[config.mk]
export PLATFORM = sky130hd
export DESIGN_NAME = rcswitch_cmd_filter
export DESIGN_NICKNAME = d
export VERILOG_FILES = /design/src/rtl/rcswitch_cmd_filter.sv
export SDC_FILE = /design/constraint.sdc
export NUM_CORES = 1
export LEC_CHECK = 0
export CAP_MARGIN = 0
export CORE_MARGIN = 4
export CORE_UTILIZATION = 40
export DETAILED_ROUTE_END_ITERATION = 8
export PLACE_DENSITY_LB_ADDON = 0.05
export SKIP_CTS_REPAIR_TIMING = 1
export SYNTH_ARGS = -nofsm -noshare
export SYNTH_HDL_FRONTEND = slang
export SYNTH_SLANG_ARGS = --single-unit
[constraint.sdc]
create_clock -name clk -period 5.8 [get_ports clk]
set_clock_uncertainty 0.1 [all_clocks]
set_input_delay 0.87 -clock clk [delete_from_list [all_inputs] [get_ports clk]]
set_output_delay 0.87 -clock clk [all_outputs]
set_load 0.01 [all_outputs]
[src/rtl/rcswitch_cmd_filter.sv]
// Debounces decoded rcswitch frames into single-cycle switch commands with a per-channel state register.
// Optional macro RCSWITCH_REJECT_STATS_EN builds a saturating rejected-frame counter.
module rcswitch_cmd_filter #(
  parameter logic [39:0] MY_ADDR     = 40'h8888888888,
  parameter int          REPEAT      = 2,
  parameter int          GAP_TIMEOUT = 1200
) (
  input  logic        clk,
  input  logic        rst,
  input  logic        ready,
  input  logic [39:0] addr,
  input  logic [39:0] chan,
  input  logic [15:0] stat,
  output logic        cmd_valid,
  output logic [1:0]  cmd_chan,
  output logic        cmd_on,
  output logic [3:0]  state,
  output logic [7:0]  reject_count
);

  typedef enum logic [1:0] {IDLE, CHECK, COUNT, HOLD} fsm_t;

  fsm_t        r_fsm, w_fsm_nxt, r_prior;
  logic        r_ready_q;
  logic        w_rise;
  logic [39:0] r_addr_p0, r_chan_p0;
  logic [15:0] r_stat_p0;
  logic [2:0]  r_cand;
  logic        r_cand_vld;
  logic [3:0]  r_count;
  logic [15:0] r_timer;

  logic        w_in_check, w_waiting, w_valid, w_on, w_match, w_timeout;
  logic [1:0]  w_chan_id;
  logic [2:0]  w_frame;
  logic [3:0]  w_count_nxt;
  logic        w_reject, w_hold_rep, w_fire;

  function automatic logic chan_ok(input logic [39:0] c);
    int   zeros;
    logic ok;
    ok    = (c[7:0] == 8'h8E);
    zeros = 0;
    for (int i = 1; i < 5; i++) begin
      if (c[i*8 +: 8] == 8'h88)      zeros++;
      else if (c[i*8 +: 8] != 8'h8E) ok = 1'b0;
    end
    return ok && (zeros == 1);
  endfunction

  // The '0' byte marks the channel; the most significant data byte is channel A.
  function automatic logic [1:0] chan_idx(input logic [39:0] c);
    logic [1:0] idx;
    idx = 2'd0;
    for (int i = 1; i < 5; i++)
      if (c[i*8 +: 8] == 8'h88) idx = 2'(4 - i);
    return idx;
  endfunction

  assign w_rise = ready & ~r_ready_q;

  // Stage p0: edge detect and frame capture
  always_ff @(posedge clk) begin
    if (!rst) r_ready_q <= 1'b0;
    else      r_ready_q <= ready;
  end

  always_ff @(posedge clk) begin
    if (w_rise && (r_fsm != CHECK)) begin
      r_addr_p0 <= addr;
      r_chan_p0 <= chan;
      r_stat_p0 <= stat;
    end
  end

  // Stage p1: decode and validate the captured frame
  assign w_in_check  = (r_fsm == CHECK);
  assign w_waiting   = (r_fsm == COUNT) || (r_fsm == HOLD);
  assign w_valid     = (r_addr_p0 == MY_ADDR) && chan_ok(r_chan_p0) &&
                       ((r_stat_p0 == 16'h888E) || (r_stat_p0 == 16'h8E88));
  assign w_on        = (r_stat_p0 == 16'h888E);
  assign w_chan_id   = chan_idx(r_chan_p0);
  assign w_frame     = {w_chan_id, w_on};
  assign w_match     = r_cand_vld && (r_cand == w_frame);
  assign w_count_nxt = w_match ? (r_count + 4'd1) : 4'd1;
  assign w_timeout   = w_waiting && !w_rise && (r_timer == 16'(GAP_TIMEOUT));

  always_ff @(posedge clk) begin
    if (!rst) begin
      r_fsm   <= IDLE;
      r_prior <= IDLE;
    end else begin
      r_fsm <= w_fsm_nxt;
      if (r_fsm != CHECK) r_prior <= r_fsm;
    end
  end

  always_comb begin
    w_fsm_nxt = r_fsm;
    case (r_fsm)
      IDLE:    if (w_rise) w_fsm_nxt = CHECK;
      CHECK: begin
        if (w_reject)                 w_fsm_nxt = r_prior;
        else if (w_hold_rep || w_fire) w_fsm_nxt = HOLD;
        else                          w_fsm_nxt = COUNT;
      end
      default: begin
        if (w_rise)         w_fsm_nxt = CHECK;
        else if (w_timeout) w_fsm_nxt = IDLE;
      end
    endcase
  end

  always_comb begin
    w_reject   = 1'b0;
    w_hold_rep = 1'b0;
    w_fire     = 1'b0;
    if (w_in_check) begin
      w_reject   = !w_valid;
      w_hold_rep = w_valid && (r_prior == HOLD) && w_match;
      w_fire     = w_valid && !w_hold_rep && (w_count_nxt >= 4'(REPEAT));
    end
  end

  always_ff @(posedge clk) begin
    if (!rst) begin
      r_cand     <= 3'd0;
      r_cand_vld <= 1'b0;
      r_count    <= 4'd0;
      r_timer    <= 16'd0;
    end else begin
      if (w_timeout) begin
        r_cand     <= 3'd0;
        r_cand_vld <= 1'b0;
        r_count    <= 4'd0;
      end else if (w_in_check && w_valid && !w_hold_rep) begin
        r_cand     <= w_frame;
        r_cand_vld <= 1'b1;
        r_count    <= w_count_nxt;
      end
      if ((w_in_check && w_valid) || w_timeout) r_timer <= 16'd0;
      else if (w_waiting && !w_rise)            r_timer <= r_timer + 16'd1;
    end
  end

  // Stage p2: registered command outputs
  always_ff @(posedge clk) begin
    if (!rst) begin
      cmd_valid <= 1'b0;
      cmd_chan  <= 2'd0;
      cmd_on    <= 1'b0;
      state     <= 4'h0;
    end else begin
      cmd_valid <= w_fire;
      if (w_fire) begin
        cmd_chan         <= w_chan_id;
        cmd_on           <= w_on;
        state[w_chan_id] <= w_on;
      end
    end
  end

`ifdef RCSWITCH_REJECT_STATS_EN
  logic [7:0] r_reject_cnt;
  always_ff @(posedge clk) begin
    if (!rst)                               r_reject_cnt <= 8'h00;
    else if (w_reject && r_reject_cnt != 8'hFF) r_reject_cnt <= r_reject_cnt + 8'd1;
  end
  assign reject_count = r_reject_cnt;
`else
  assign reject_count = 8'h00;
`endif

endmodule

==> run metrics <==
global routing's busiest layer met2; Sum Neg Setup Slack 0 ps; chip width about 130 um; area leader, netlist edfxtp_1; DPL Wire Length between 8000 and 9000 um; final cell count without fillers 714; relative slew slack 0.293; cts bufs inserted 17; post-synthesis adder-cell area fraction 0.0182; DP Cell Count 682; vias in the first global route around 3700; max cap viols 0; DRT Pass-1 Iters 4; R2R Setup Slk approximately 1200 ps; Post-synth EDFFs 96; Nets around 630; largest net degree at the start of global routing 75; initial core utilization 0.413; vias per cell roughly 5; clock buffer depth 2; Least-Margin Pin Slew roughly 1100 ps; clock tree from TritonCTS built; Static Leakage approximately 2.5 nW; ant diodes 0; total number of vias 3655; Synth Cell Area roughly 0.0055 mm2; Async SR Flop Fraction 0; Tcrit/Tclk final 0.792; WP buf/inv 0; met1 usage 0.189; initial antenna violation count 1; Post-Synth XOR/XNOR Area 0.0334; Tmin final 4590 ps; Die Area around 0.016 mm2; final wirelength between 10000 and 15000 um; Synth Warn # 0; Main synth FF type edfxtp_1; Crit path max-delay family simple AND/OR/NAND/NOR gates; routability cong. between 0.7 and 0.8; Yosys top cell area share 0.524; post-synthesis compound-gate area fraction 0.0491; H-tree depth 4; clock sink total 133; drc violations 0; GRT overflow 0; main combinational cell family by area after synthesis simple AND/OR/NAND/NOR gates; multiplexer share of the synthesized area 0.0200; critical path cell sequence nor4_1 > nand2_1 > or3_1 > ha_1 > xor2_1 > ha_1 > and3b_1 > and3_1 > or4_1 > a211oi_2 > o31a_1 > mux2i_1; global-route wire length before repair 18200 um; Setup crit start kind flop; CP max stage delay around 700 ps; #FFs+latches synth 133; Max stage delay cell, worst path a211oi_2; type of the worst setup path reg2reg; area delta synth->final 32.4%; Syn Area/Cell about 13 um2; routed wire length per instance 15.8 um; Syn Inst Count between 400 and 500; sequential area share after synthesis 0.658; Hold Crit Class reg2reg; met3 Track Usage GR 0.0537; Yosys cell types 53; final hold violation count 0; Clock Latency Late Sink slightly above 400 ps; Clock Tree Root clkbuf_16; clk slew on worst S/H paths about 60 ps; status complete, no violations; Final Max Tran Viols 0; final instance area roughly 0.0073 mm2; Hold Slack roughly 360 ps; WP data required between 6000 and 7000 ps; # setup viols final 0; share of post-route cells with drive strength above 1 0.0725; Post-DP Area 0.00673 mm2; most used cell, CP ha_1; IO Port Bufs ~110; Worst setup EP type flop; VDD IR max roughly 200 uV; Iter 0 DRT Violations just over 200; max frequency 218 MHz; crit path DAT between 4000 and 5000 ps; Power per Cell Area 306 mW/mm2; met2 Resource Use GR 0.233; CP max FO 11; core area 0.0133 mm2; Routed Antenna Nets 0; I/O Pins about 120; Die Y 125 um; num rows 42; synth top area cells edfxtp_1 52%, dfxtp_1 13%, nand4_1 3.2%, nand2_1 2.4%, nor4b_1 2.2%; Post-Synth Simple-Gate Area 0.195; RSZ-0062 raised after global routing no; GR Util All Layers 0.148
flip-flops by register name, indices dropped and copies added, names as in the netlist:
register and flops:
r_fsm 2, cmd_chan 2, r_addr_p0 40, r_cand_vld 1
r_timer 16, cmd_on 1, r_chan_p0 40, state 4
r_ready_q 1, r_stat_p0 16, r_count 4, r_prior 2
r_cand 3, cmd_valid 1
cell usage after synthesis, drive strengths merged (8+ instances only):
| cell | number |
|---|---|
| dfxtp | 37 |
| nor4b | 16 |
| edfxtp | 96 |
| ha | 8 |
| buf | 11 |
| mux2i | 11 |
| nand4 | 29 |
| nor2 | 32 |
| clkbuf | 8 |
| xor2 | 13 |
| nand2 | 36 |
| nor4bb | 8 |
| xnor2 | 8 |
tightest hold or removal path, cell delays in order, from the launching register on:
cell	delay, ps
dfxtp_1	300
nand2_1	50
mux2i_1	60
per-layer routing:
layer  share of wire  wire, um  vias up
met3           0.055       618       16
met1            0.46      5210     1749
met5          0.0011        12        -
met4           0.017       191        2
li1                -         -     1795
met2            0.47      5260       93
placed cells by master, fill, tap and decap left out, types with 11 or more instances in the layout:
| cell type | n |
|---|---|
| nor2_1 | 31 |
| edfxtp_1 | 96 |
| xor2_1 | 13 |
| dfxtp_1 | 37 |
| mux2i_1 | 11 |
| nor4b_1 | 14 |
| clkbuf_16 | 17 |
| clkdlybuf4s50_1 | 106 |
| nand2_1 | 35 |
| nand4_1 | 28 |
report_power, final:
group	switching, mW	internal, mW	leakage (nW)
Sequential	0.0187	1.07	1.21
Combinational	0.0497	0.0728	1.05
Clock	0.385	0.629	0.261
Total	0.453	1.78	2.52
through the flow:
step	power [mW]	utilization	worst slack (ps)
3_5_place_dp	1.24	0.504	1200
3_3_place_gp	1.23	0.504	1410
5_1_grt	2.31	0.546	825
2_1_floorplan	1.16	-	154
4_1_cts	2.26	0.546	1170
6_report	2.23	0.546	1210
cell type report:
cell class                      instances  area [um2]
Clock buffer                           19         433
Clock inverter                         13         133
Fill cell                            1183        6060
Inverter                                7        26.3
Multi-Input combinational cell        259        1770
Sequential cell                       133        3620
Tap cell                              176         220
Timing Repair Buffer                  107        1080
cell families (layout without fill, tap and decap cells):
logic type	count (synthesis)	after routing
AOI/OAI and AO/OA	35	35
xor gates and xnor gates	21	21
adders and majority gates	8	8
buffers and inverters	26	146
DFF	133	133
muxes	11	11
other	1	8
and+or+nand+nor	176	176
final timing paths:
check | from | endpoint | cells past startpoint
worst max-delay path | r_chan_p0[16]$_DFFE_PP_ | r_cand[2]$_SDFFE_PP0P_ | 12
worst min-delay path | cmd_on$_SDFFE_PN0P_ | cmd_on$_SDFFE_PN0P_ | 2
worst max register to register | r_chan_p0[16]$_DFFE_PP_ | r_cand[2]$_SDFFE_PP0P_ | 12
worst min register to register | cmd_on$_SDFFE_PN0P_ | cmd_on$_SDFFE_PN0P_ | 2
No activity file was read; power rests on OpenSTA's default activity.
